--- src/rtl/seq_alu_if.sv ---
// seq_alu_if: operand/issue and result/writeback handshakes of seq_alu.
// The master issues operations and consumes results; the ALU is the slave.
interface seq_alu_if #(
    parameter int WIDTH = 32
);
    logic             in_valid;
    logic             in_ready;
    logic [WIDTH-1:0] operand1;
    logic [WIDTH-1:0] operand2;
    logic [5:0]       opCode;
    logic             out_valid;
    logic             out_ready;
    logic [WIDTH-1:0] result;
    logic             zero;
    logic             overflow;
    logic             illegal;

    modport master (
        output in_valid, operand1, operand2, opCode, out_ready,
        input  in_ready, out_valid, result, zero, overflow, illegal
    );

    modport slave (
        input  in_valid, operand1, operand2, opCode, out_ready,
        output in_ready, out_valid, result, zero, overflow, illegal
    );
endinterface

--- src/rtl/seq_alu.sv ---
// seq_alu: handshaked ALU with single-cycle logic/arith/shift ops and
// bit-serial multiply and unsigned divide/remainder.
module seq_alu #(
    parameter int WIDTH = 32
) (
    input  logic     clk,
    input  logic     rst_n,
    seq_alu_if.slave bus
);
    localparam int SW = $clog2(WIDTH);

    localparam logic [5:0] OP_ADD  = 6'h00;
    localparam logic [5:0] OP_SUB  = 6'h01;
    localparam logic [5:0] OP_AND  = 6'h02;
    localparam logic [5:0] OP_OR   = 6'h03;
    localparam logic [5:0] OP_SLT  = 6'h04;
    localparam logic [5:0] OP_SLTU = 6'h05;
    localparam logic [5:0] OP_XOR  = 6'h06;
    localparam logic [5:0] OP_NOR  = 6'h07;
    localparam logic [5:0] OP_SLL  = 6'h08;
    localparam logic [5:0] OP_SRL  = 6'h09;
    localparam logic [5:0] OP_SRA  = 6'h0A;
    localparam logic [5:0] OP_MUL  = 6'h0B;
    localparam logic [5:0] OP_DIVU = 6'h0C;
    localparam logic [5:0] OP_REMU = 6'h0D;

    typedef enum logic [1:0] {
        IDLE,
        BUSY,
        DONE
    } state_t;

    state_t           state;
    logic [5:0]       op_q;
    logic [WIDTH-1:0] a_q;
    logic [WIDTH-1:0] b_q;
    // MUL: lo = multiplier, hi = partial product, mc = shifted multiplicand
    // DIVU/REMU: lo = dividend -> quotient, hi = remainder, mc = divisor
    logic [WIDTH-1:0] lo_q;
    logic [WIDTH-1:0] hi_q;
    logic [WIDTH-1:0] mc_q;
    logic [SW-1:0]    cnt;

    logic             is_long;
    logic [WIDTH-1:0] sum;
    logic [WIDTH-1:0] dif;
    logic [WIDTH-1:0] res_d;
    logic             ovf_d;
    logic             ill_d;
    logic [WIDTH:0]   div_sh;
    logic [WIDTH:0]   div_diff;
    logic [SW-1:0]    shamt;

    // Classify the offered op: divide by zero takes the short path.
    always_comb begin
        is_long = 1'b0;
        if (bus.opCode == OP_MUL) begin
            is_long = 1'b1;
        end else if (bus.opCode == OP_DIVU || bus.opCode == OP_REMU) begin
            is_long = (bus.operand2 != '0);
        end
    end

    // One restoring-division step: shift in next dividend bit, try subtract.
    always_comb begin
        div_sh   = {hi_q, lo_q[WIDTH-1]};
        div_diff = div_sh - {1'b0, mc_q};
    end

    // Final result and flags from the latched operands / iteration registers.
    always_comb begin
        sum   = a_q + b_q;
        dif   = a_q - b_q;
        shamt = b_q[SW-1:0];
        res_d = '0;
        ovf_d = 1'b0;
        ill_d = 1'b0;
        unique case (op_q)
            OP_ADD: begin
                res_d = sum;
                ovf_d = (a_q[WIDTH-1] == b_q[WIDTH-1])
                     && (sum[WIDTH-1] != a_q[WIDTH-1]);
            end
            OP_SUB: begin
                res_d = dif;
                ovf_d = (a_q[WIDTH-1] != b_q[WIDTH-1])
                     && (dif[WIDTH-1] != a_q[WIDTH-1]);
            end
            OP_AND:  res_d = a_q & b_q;
            OP_OR:   res_d = a_q | b_q;
            OP_SLT:  res_d = {{(WIDTH-1){1'b0}}, $signed(a_q) < $signed(b_q)};
            OP_SLTU: res_d = {{(WIDTH-1){1'b0}}, a_q < b_q};
            OP_XOR:  res_d = a_q ^ b_q;
            OP_NOR:  res_d = ~(a_q | b_q);
            OP_SLL:  res_d = a_q << shamt;
            OP_SRL:  res_d = a_q >> shamt;
            OP_SRA:  res_d = $signed(a_q) >>> shamt;
            OP_MUL:  res_d = hi_q;
            OP_DIVU: res_d = (b_q == '0) ? '1 : lo_q;
            OP_REMU: res_d = (b_q == '0) ? a_q : hi_q;
            default: ill_d = 1'b1;
        endcase
    end

    // Control FSM, operand capture, serial iteration and registered outputs.
    always_ff @(posedge clk or negedge rst_n) begin
        if (!rst_n) begin
            state         <= IDLE;
            op_q          <= '0;
            a_q           <= '0;
            b_q           <= '0;
            lo_q          <= '0;
            hi_q          <= '0;
            mc_q          <= '0;
            cnt           <= '0;
            bus.in_ready  <= 1'b1;
            bus.out_valid <= 1'b0;
            bus.result    <= '0;
            bus.zero      <= 1'b0;
            bus.overflow  <= 1'b0;
            bus.illegal   <= 1'b0;
        end else begin
            unique case (state)
                IDLE: begin
                    if (bus.in_valid) begin
                        op_q         <= bus.opCode;
                        a_q          <= bus.operand1;
                        b_q          <= bus.operand2;
                        hi_q         <= '0;
                        cnt          <= '1;
                        bus.in_ready <= 1'b0;
                        if (bus.opCode == OP_MUL) begin
                            lo_q <= bus.operand2;
                            mc_q <= bus.operand1;
                        end else begin
                            lo_q <= bus.operand1;
                            mc_q <= bus.operand2;
                        end
                        state <= is_long ? BUSY : DONE;
                    end
                end
                BUSY: begin
                    if (op_q == OP_MUL) begin
                        if (lo_q[0]) begin
                            hi_q <= hi_q + mc_q;
                        end
                        mc_q <= mc_q << 1;
                        lo_q <= lo_q >> 1;
                    end else if (!div_diff[WIDTH]) begin
                        hi_q <= div_diff[WIDTH-1:0];
                        lo_q <= {lo_q[WIDTH-2:0], 1'b1};
                    end else begin
                        hi_q <= div_sh[WIDTH-1:0];
                        lo_q <= {lo_q[WIDTH-2:0], 1'b0};
                    end
                    cnt <= cnt - 1'b1;
                    if (cnt == '0) begin
                        state <= DONE;
                    end
                end
                DONE: begin
                    if (!bus.out_valid) begin
                        bus.out_valid <= 1'b1;
                        bus.result    <= res_d;
                        bus.zero      <= (res_d == '0);
                        bus.overflow  <= ovf_d;
                        bus.illegal   <= ill_d;
                    end else if (bus.out_ready) begin
                        bus.out_valid <= 1'b0;
                        bus.in_ready  <= 1'b1;
                        state         <= IDLE;
                    end
                end
                default: state <= IDLE;
            endcase
        end
    end
endmodule
--- src/flat_wrapper.sv ---
// flat-port wrapper written by rule: the top's interface ports become plain ports
module seq_alu_flat 
#(
    parameter int WIDTH = 32
)
  (clk, rst_n, bus_in_valid, bus_operand1, bus_operand2, bus_opCode, bus_out_ready, bus_in_ready, bus_out_valid, bus_result, bus_zero, bus_overflow, bus_illegal);
  seq_alu_if #(.WIDTH(WIDTH)) bus_i ();
  input  logic clk;
  input  logic rst_n;
  input wire logic [$bits(bus_i.in_valid)-1:0] bus_in_valid;
  input wire logic [$bits(bus_i.operand1)-1:0] bus_operand1;
  input wire logic [$bits(bus_i.operand2)-1:0] bus_operand2;
  input wire logic [$bits(bus_i.opCode)-1:0] bus_opCode;
  input wire logic [$bits(bus_i.out_ready)-1:0] bus_out_ready;
  output wire logic [$bits(bus_i.in_ready)-1:0] bus_in_ready;
  output wire logic [$bits(bus_i.out_valid)-1:0] bus_out_valid;
  output wire logic [$bits(bus_i.result)-1:0] bus_result;
  output wire logic [$bits(bus_i.zero)-1:0] bus_zero;
  output wire logic [$bits(bus_i.overflow)-1:0] bus_overflow;
  output wire logic [$bits(bus_i.illegal)-1:0] bus_illegal;
  assign bus_i.in_valid = bus_in_valid;
  assign bus_i.operand1 = bus_operand1;
  assign bus_i.operand2 = bus_operand2;
  assign bus_i.opCode = bus_opCode;
  assign bus_i.out_ready = bus_out_ready;
  assign bus_in_ready = bus_i.in_ready;
  assign bus_out_valid = bus_i.out_valid;
  assign bus_result = bus_i.result;
  assign bus_zero = bus_i.zero;
  assign bus_overflow = bus_i.overflow;
  assign bus_illegal = bus_i.illegal;
  seq_alu #(.WIDTH(WIDTH)) u_core (.clk(clk), .rst_n(rst_n), .bus(bus_i));
endmodule
--- config.mk ---
export PLATFORM = sky130hd
export DESIGN_NAME = seq_alu_flat
export DESIGN_NICKNAME = d
export VERILOG_FILES = /design/src/rtl/seq_alu_if.sv /design/src/rtl/seq_alu.sv /design/src/flat_wrapper.sv
export SDC_FILE = /design/constraint.sdc
export NUM_CORES = 1
export LEC_CHECK = 0
export ABC_CLOCK_PERIOD_IN_PS = 5800
export BUFFER_PORTS_ARGS = -buffer_cell sky130_fd_sc_hd__clkbuf_2
export CAP_MARGIN = 20
export CORE_AREA = 2 2 252 279
export CTS_BUF_LIST = sky130_fd_sc_hd__clkbuf_8
export CTS_CLUSTER_DIAMETER = 40
export DETAILED_ROUTE_END_ITERATION = 8
export DIE_AREA = 0 0 254 281
export HOLD_SLACK_MARGIN = 0.15
export PLACE_DENSITY = 0.5
export REMOVE_ABC_BUFFERS = 1
export SLEW_MARGIN = 0
export SYNTH_ARGS = -nofsm -noshare
export SYNTH_HDL_FRONTEND = slang
export SYNTH_SLANG_ARGS = --single-unit
--- constraint.sdc ---
create_clock -name clk -period 5.8 [get_ports clk]
set_input_delay 1.16 -clock clk [delete_from_list [all_inputs] [get_ports clk]]
set_output_delay 1.16 -clock clk [all_outputs]
set_load 0.02 [all_outputs]
-- Word level (Yosys, flattened, before mapping)
Cells that the tools add are included.
- bits in registers: 210
- bits of input ports: 74
- output and inout bits: 37
- logic and storage cells: 111
- add/subtract/negate cells: 5
- order comparisons: 2
- equality and inequality tests: 28
- shift operators: 3
- muxes and demuxes: 35
- bitwise gates (word level): 5
- reductions and logical operators: 19
- operators by type and width (operator ; count):
    $pmux 32 s14 ; 1
    $mux 32 ; 12
    $pmux 32 s2 ; 3
    $add 32x32->32 ; 2
    $logic_not 32->1 ; 2
    $lt 32x32->1 ; 2
    $eq 6x4->1 const B ; 9
    $sub 33x32->33 ; 1
    $and 32x32->32 ; 1
    $not 32->32 ; 1
    $or 32x32->32 ; 1
    $reduce_bool 32->1 ; 1
    $shl 32x5->32 ; 1
    $shr 32x5->32 ; 1
    $sshr 32x5->32 ; 1
    $sub 32x32->32 ; 1
    $xor 32x32->32 ; 1
    $eq 6x3->1 const B ; 4
    $reduce_or 14->1 ; 1
    $eq 6x2->1 const B ; 2
    $mux 2 ; 5
    $pmux 5 s2 ; 1
    $mux 1 ; 9
    $reduce_and 4->1 ; 2
    other kinds (21) ; 32

-- Logic depth before layout (Yosys ltp)
Gate-level depths: netlist of run 1.
- depth after elaboration: 7
- mapped depth: 18
- depth with buffers taken out: 16

-- Worst setup path before layout of run 1
OpenSTA, ideal clock, no wires.
- path kind: reg-to-reg
- start: register u_core.b_q[2]
- end: register u_core.bus.overflow
- library setup time: 125 ps
- arrival: 4398 ps
- data required time: 5675 ps
- path slack: 1277 ps
- cell stages (with the launch flop): 19
- path buffers: 4
- period minus slack after synthesis: 4523 ps
- cell sequence: dfrtp_1 buf_2 inv_2 buf_2 buf_2 buf_1 ha_1 nand2b_1 o211ai_1 a211oi_1 a31oi_1 a21o_1 o31a_1 o41a_1 o21ai_1 a21oi_1 o21a_1 mux4_2 mux2_2
- longest elaborated chain between the ends: 4
- elaborated cells between the ends (all ways): 7
- classes of those cells: add/sub: 2; eq/ne: 2; mux: 1; reduce/logical: 2
- RTL lines (what ; RTL line ; RTL):
    start: declaration ; seq_alu.sv:36 ; logic [WIDTH-1:0] b_q;
    start signal: assignment ; seq_alu.sv:128 ; b_q <= bus.operand2;
    $sub 32x32->32 or $add 32x32->32 (tied branches) ; seq_alu.sv:73, seq_alu.sv:72 ;
    $ne 1x1->1, on equally long branches ; seq_alu.sv:87, seq_alu.sv:82 ;
    $logic_and 1x1->1, on equally long branches ; seq_alu.sv:87, seq_alu.sv:82 ;
    $pmux 1 s2 * ; seq_alu.sv:78 ; unique case (op_q)
    end signal: assignment ; seq_alu.sv:166 ; bus.overflow <= ovf_d;
    end: declaration ; seq_alu_if.sv:25 ; output in_ready, out_valid, result, zero, overflow, illegal
Every way passes the cells marked *; elsewhere a longest branch is shown, timed or not.
A chain may end at the register's enable or synchronous reset.

-- Worst setup path after layout of run 1
- start: register u_core.b_q[0]
- end: register u_core.bus.zero
- longest elaborated chain between the ends: 4
- elaborated cells between the ends (all ways): 16
- classes of those cells: add/sub: 2; order compare: 2; shift: 3; mux: 3; bitwise: 4; reduce/logical: 2
- RTL lines (what ; RTL line ; RTL):
    parallel branches: the longest is 2 deep, another holds $sub 32x32->32 ; - ;
    $pmux 32 s14 * ; seq_alu.sv:78 ;
    $logic_not 32->1 * ; seq_alu.sv:165 ; bus.zero <= (res_d == '0);
    end signal: assignment ; seq_alu.sv:165 ;
    end: declaration ; seq_alu_if.sv:25 ;
Every way passes the cells marked *.

==> reports/results.tsv, run 1 <==
stage	metric	value	unit
critical_path	setup.worst_path.start_class	flip-flop	
drt	drc	0	
cts	root_buffer	clkbuf_8	
timing	worst_hold_slack	0.472	ns
timing	skew	0.0566	ns
drt	ant_nets	0	
floorplan	coreArea	68500	sq um
floorplan	die_w	254	microns
cts	post_cts_buffers	0	
timing	rsz0062_at_grt	false	
placement	dpl.hpwl	97.3	mm
global_route	grt_antenna_before_repair	5	
critical_path	cp_max_fo	63	
yosys	synth_area_leader_cell	dfrtp_1	
timing	slew_headroom	23.8	%
critical_path	rrSetupSlack	0.65	ns
timing	layout_setup_ws	0.647	ns
yosys	yosysWarnings	0	
timing	fmax	194	MHz
power_and_ir_drop	power_density	662	nW/um^2
finish	drive_gt1_share	13.2	%
critical_path	crit_type	flip-flop to flip-flop	
yosys	synth_edf_count	0	
placement	dpl_cell_area	24900	sq um
power_and_ir_drop	peakVddDrop	0.237	mV
run_status	status	finished, final reports clean	
floorplan	die_area	71400	sq um
critical_path	cp-end-kind	flip-flop	
drt	vias	25500	
cts	cts_buffers	50	
finish	utilization	38.0	%
global_route	track_usage	34.1	%
min_path	worstHoldPathType	flip-flop to flip-flop	
cts	path_clk_slew	0.06	ns
global_route	grt_pass1_wl	177	mm
yosys	synth_cells	3028	
drt	drt-pass1-iter-count	9	
cts	htreeDepth	2	
critical_path	arrival	5.78	ns
cts	cts_sinks	210	
yosys	synthTopCellsByArea	dfrtp_1 23%, ha_1 8.8%, nand2_1 6.9%	
floorplan	die_h	281	microns
global_route	grt.overflow.total	0	
yosys	ys_ff_latch	210	
critical_path	crit_required	6.42	ns
timing	finalCritPeriodShare	88.8	%
flow_run	maxCapViolations	0	
placement	portBuffers	110	
timing	tns	0	ns
finish	fin_nets	3323	
yosys	async_flop_share	100	%
finish	layout_common_cells	425 x nand2_1, 300 x a21oi_1, 290 x o21ai_0, 205 x dfrtp_1, 179 x nor2_1	
cts	cts_tree	built	
placement	globalplace.congestion	1.03	
yosys	syn_avg_cell_area	7.65	sq um
yosys	seq_area_frac_synth	22.7	%
cts	holdBufCountCts	0	
finish	final_common_cell	nand2_1	
timing	finalMaxSlewViolations	0	
placement	pre_cts_ws	0.909	ns
global_route	grt_max_degree	138	
drt	post_drt_via_cell_ratio	6.30	
drt	post_drt_wl_per_cell	30.5	microns
yosys	syn_area	23200	sq um
cts	clkLatencyLatePin	0.70	ns
timing	hold_violations	0	
floorplan	rows	101	
finish	nFillCells	7310	
timing	period_minus_slack	5.15	ns
timing	setup_viol	0	
floorplan	io_pins	111	
global_route	first_global_vias	24700	
yosys	yosysUniqueCellTypes	99	
cts	cts_resized	0	
finish	synthToLayoutAreaGrowth	12.4	%
floorplan	start_util	33.8	%
timing	tightest_slew	1.14	ns
cts	cts_buffer_depth	3	
yosys	synth-main-ff-cell	dfrtp_1	
power_and_ir_drop	cellLeakagePower	11.5	nW
drt	drt_iter0_drc	2865	
finish	final_area	26000	sq um
yosys	yosysTopAreaCellShare	22.6	%
drt	wirelength	124	mm
cells in the mapped netlist, types with 45 or more instances:
library cell and n:
nor2_1 188, dfrtp_1 209, mux2i_1 129, nand3_1 49, inv_1 155, nor3_1 57
nand2_1 425, o21ai_0 290, a21oi_1 301, ha_1 162, a21o_1 45, a22oi_1 47
clkbuf_1 138
critical path: stages (launching register included):
cell       delay [ns]
dfrtp_4          0.43
buf_12           0.32
inv_1            0.34
ha_1             0.41
mux2i_1          0.39
o22ai_1          0.31
o21ai_0          0.74
nor2_1           0.20
a2111oi_0        0.64
nand3b_1         0.23
nor4_2           0.45
nand4_1          0.21
nor3_1           0.23
a32o_2           0.19
cell type report:
| cell class | instances | area, sq um | area share [%] |
|---|---|---|---|
| diodes | 1 | 2.50 | 0.00962 |
| clock buffers | 55 | 757 | 2.91 |
| clock inverters | 38 | 387 | 1.49 |
| inverters | 158 | 593 | 2.28 |
| multi-input cells | 2454 | 16500 | 63.5 |
| flip-flops and latches | 210 | 5260 | 20.2 |
| well taps | 927 | 1160 | 4.46 |
| repair buffers | 209 | 1350 | 5.18 |
cells by family after synthesis:
group,synth area share [%]
flip-flops,22.7
multiplexers,10.6
AO/OA/AOI/OAI,30.4
XOR/XNOR,2.23
AND/OR/NAND/NOR,18.6
adder cells (fa/ha/maj),9.10
buffers and inverters,6.37
flip-flops by register name, summed over array words and instances (netlist names):
register              count
u_core.hi_q              32
u_core.bus.in_ready       1
u_core.bus.zero           1
u_core.op_q               6
u_core.a_q               32
u_core.bus.illegal        1
u_core.b_q               32
u_core.bus.overflow       1
u_core.lo_q              32
u_core.bus.out_valid      1
u_core.mc_q              32
u_core.cnt                5
u_core.state              2
u_core.bus.result        32
per-layer routing:
metal,up-vias,routed length (microns),global-route usage (%)
met5,-,37,0
met4,6,5970,14.2
met3,276,10300,5.85
met2,1381,55000,53.7
met1,12500,52300,45.9
li1,11300,-,-
worst paths after layout:
kind | start | end | depth (start not counted)
setup / recovery | u_core.b_q[0] | u_core.bus.zero | 13
hold / removal | u_core.bus.result[2] | u_core.bus.result[2] | 1
setup reg to reg | u_core.b_q[0] | u_core.bus.zero | 13
hold reg to reg | u_core.bus.result[2] | u_core.bus.result[2] | 1
max in group asynchronous | rst_n | u_core.lo_q[27] | 2
min in group asynchronous | rst_n | u_core.cnt[3] | 1
report_power, final:
group          internal [W]  switching, W  leakage, nW  total (W)
Clock               0.00117      0.000861        0.614    0.00203
Combinational       0.00399       0.00818         8.22     0.0122
Sequential          0.00201       0.00102         2.65    0.00303
through the flow:
stage / instances / power (W)
3_5_place_dp: 3958 / 0.0147
4_1_cts: 4051 / 0.0168
5_1_grt: 4052 / 0.0181
3_3_place_gp: 3955 / 0.0148
6_report: 4052 / 0.0172
2_1_floorplan: 2822 / 0.00988
(Power assumes the default switching activity.)
==> run 2: changes to the inputs <==
- RECOVER_POWER: unset -> 50
==> run 2 against run 1 <==
The flow now finishes with violations (max-capacitance violations, max-slew violations). Sequential power is essentially flat. First-iteration DRC count is essentially flat. Count of clock-buffer cells in the layout is the same. Critical endpoint unchanged. Largest cell class unchanged. Clock skew shrank 0.0036 ns.
==> reports/results.tsv, run 2 (synthesis gave the netlist of run 1 again) <==
stage	metric	value	unit	change
run_status	status	finished, violations left		was finished, final reports clean
run_status	violations	max-capacitance violations, max-slew violations		
drt	wl_met3	10.1	mm	was 10.3 mm
timing	worst_hold_slack	0.473	ns	was 0.472 ns
drt	drt-met1-wl	52.5	mm	was 52.3 mm
finish	fin_nets	3323		unchanged
finish	layout_common_cells	425 x nand2_1, 300 x a21oi_1, 290 x o21ai_0, 205 x dfrtp_1, 179 x nor2_1		unchanged
cts	cts_tree	built		unchanged
global_route	grt_max_degree	138		unchanged
global_route	track_usage	34.1	%	unchanged
timing	hold_violations	0		unchanged
power_and_ir_drop	p_sw_share	58.4	%	about the same
cts	cts_buffers	50		unchanged
min_path	min_path_cells	1		unchanged
placement	globalplace.congestion	1.03		unchanged
timing	slew_headroom	-87.3	%	was 23.8%
global_route	grt_antenna_before_repair	5		unchanged
power_and_ir_drop	cellLeakagePower	11.5	nW	about the same
timing	fmax	199	MHz	was 194 MHz
floorplan	die_h	281	microns	unchanged
power_and_ir_drop	clkPwrFrac	11.7	%	was 11.8%
timing	setup_viol	0		unchanged
critical_path	cp_max_fo	21		was 63
drt	dr.max_layer_used	met5		unchanged
floorplan	io_pins	111		unchanged
finish	drive_gt1_share	13.1	%	was 13.2%
drt	drc	0		unchanged
floorplan	die_w	254	microns	unchanged
drt	wirelength	124	mm	about the same
global_route	grt_pass1_wl	177	mm	unchanged
floorplan	start_util	33.8	%	unchanged
power_and_ir_drop	p_int	0.00718	W	was 0.00717 W
critical_path	setup.worst_path.start_class	flip-flop		unchanged
finish	synthToLayoutAreaGrowth	12.2	%	was 12.4%
critical_path	crit_type	flip-flop to flip-flop		unchanged
timing	rsz0062_at_grt	false		unchanged
floorplan	die_area	71400	sq um	unchanged
timing	period_minus_slack	5.04	ns	was 5.15 ns
drt	drt-pass1-iter-count	6		was 9
placement	pre_cts_ws	0.909	ns	unchanged
global_route	first_global_vias	24700		unchanged
timing	finalMaxSlewViolations	388		was 0
timing	layout_setup_ws	0.763	ns	was 0.647 ns
cts	holdBufCountCts	0		unchanged
critical_path	crit_required	6.41	ns	was 6.42 ns
critical_path	rr_worst_depth	14		was 13
placement	dp_cells	3958		unchanged
power_and_ir_drop	power_density	664	nW/um^2	was 662 nW/um^2
critical_path	crit_chain	inv_2 -> ha_1 -> o21bai_1 -> o211ai_1 -> a211oi_1 -> a21oi_1 -> a2111oi_0 -> mux2i_1 -> o221ai_1 -> or2_2 -> nor4_2 -> nand4_1 -> nor3_1 -> a32o_2		was buf_12 -> inv_1 -> ha_1 -> mux2i_1 -> o22ai_1 -> o21ai_0 -> nor2_1 -> a2111oi_0 -> nand3b_1 -> nor4_2 -> nand4_1 -> nor3_1 -> a32o_2
cts	cts_sinks	210		unchanged
floorplan	coreArea	68500	sq um	unchanged
drt	wl_met2	55.4	mm	was 55.0 mm
drt	vias	25600		was 25500
finish	final_common_cell	nand2_1		unchanged
critical_path	cpPeakStageDelay	0.82	ns	was 0.74 ns
flow_run	maxCapViolations	4		was 0
floorplan	rows	101		unchanged
cts	cts_buffer_depth	3		unchanged
cts	clkLatencyLatePin	0.70	ns	about the same
cts	path_clk_slew	0.06	ns	about the same
drt	ant_nets	0		unchanged
timing	tightest_slew	2.81	ns	was 1.14 ns
cts	post_cts_buffers	0		unchanged
power_and_ir_drop	peakVddDrop	0.235	mV	was 0.237 mV
global_route	grt.overflow.total	0		unchanged
critical_path	crit_path_top_delay_cell	dfrtp_2		was o21ai_0
cts	cts_resized	0		unchanged
critical_path	cp-end-kind	flip-flop		unchanged
cts	htreeDepth	2		unchanged
power_and_ir_drop	p_comb_share	70.7	%	was 70.6%
finish	nFillCells	7315		was 7310
power_and_ir_drop	p_seq_share	17.6	%	about the same
min_path	worstHoldPathType	flip-flop to flip-flop		unchanged
drt	drt_iter0_drc	2864		was 2865
critical_path	arrival	5.65	ns	was 5.78 ns
drt	post_drt_wl_per_cell	30.6	microns	was 30.5 microns
cts	root_buffer	clkbuf_8		unchanged
placement	dpl.hpwl	97.3	mm	unchanged
drt	post_drt_via_cell_ratio	6.31		was 6.30
placement	portBuffers	110		unchanged
timing	skew	0.0530	ns	was 0.0566 ns
timing	finalCritPeriodShare	86.9	%	was 88.8%
finish	instances_no_fill	4052		unchanged
power_and_ir_drop	power.net_switching	0.0101	W	about the same
## run 2: cell count changes in the layout (fill, tap and decap cells not counted)
cell	previous run	this run
buf_12	4	2
buf_4	93	92
buf_8	1	0
clkbuf_1	0	2
clkbuf_2	109	110
clkbuf_4	0	1
## run 2: cell type report
| class | count | area [sq um] | area share (%) |
|---|---|---|---|
| multi-input combinational | 2454 | 16500 | 63.6 |
| clock inverter | 38 | 387 | 1.49 |
| timing repair buffer | 209 | 1310 | 5.03 |
| inverter | 158 | 593 | 2.28 |
| sequential | 210 | 5260 | 20.3 |
| antenna | 1 | 2.50 | 0.00963 |
| tap | 927 | 1160 | 4.46 |
| clock buffer | 55 | 757 | 2.91 |
## run 2: layer usage
| metal | vias up | global-route usage, % |
|---|---|---|
| met4 | 6 | 14.2 |
| met5 | - | 0 |
| met2 | 1357 | 53.7 |
| li1 | 11300 | - |
| met1 | 12600 | 45.9 |
| met3 | 269 | 5.85 |
## run 2: worst paths after layout
check / slack [ns] / end / startpoint
min: 0.47 / u_core.bus.result[2] / u_core.bus.result[2]
min reg2reg: 0.47 / u_core.bus.result[2] / u_core.bus.result[2]
max reg2reg: 0.76 / u_core.bus.zero / u_core.b_q[1]
min in group asynchronous: 1.34 / u_core.cnt[3] / rst_n
max in group asynchronous: 1.48 / u_core.hi_q[22] / rst_n
max: 0.76 / u_core.bus.zero / u_core.b_q[1]
## run 2: metrics by stage
step	total power, W	instance area [sq um]	TNS, ns	util, %
after detailed placement	0.0147	24900	0	36.3
after floorplan	0.00988	22300	-68.07	-
final	0.0172	26000	0	37.9
after global placement	0.0148	24900	0	36.3
after global routing	0.0181	26000	0	37.9
after CTS	0.0168	26000	0	38.0
## run 2: critical path, delay by kind of cell, from the launching register on
family / cells / cell delay [ns]
fa+ha+maj: 1 / 0.38
simple gates: 4 / 1.14
flops: 1 / 0.82
buf+inv: 1 / 0.15
mux: 1 / 0.26
compound gates: 7 / 2.21
## run 2: power groups by stage
stage	registers [W]	clock network (W)	logic, W
6_report	0.00303	0.00202	0.0122
5_1_grt	0.00310	0.00215	0.0128
4_1_cts	0.00300	0.00208	0.0117
3_5_place_dp	0.00302	0	0.0117
3_3_place_gp	0.00301	0	0.0118
2_1_floorplan	0.00288	0	0.00699
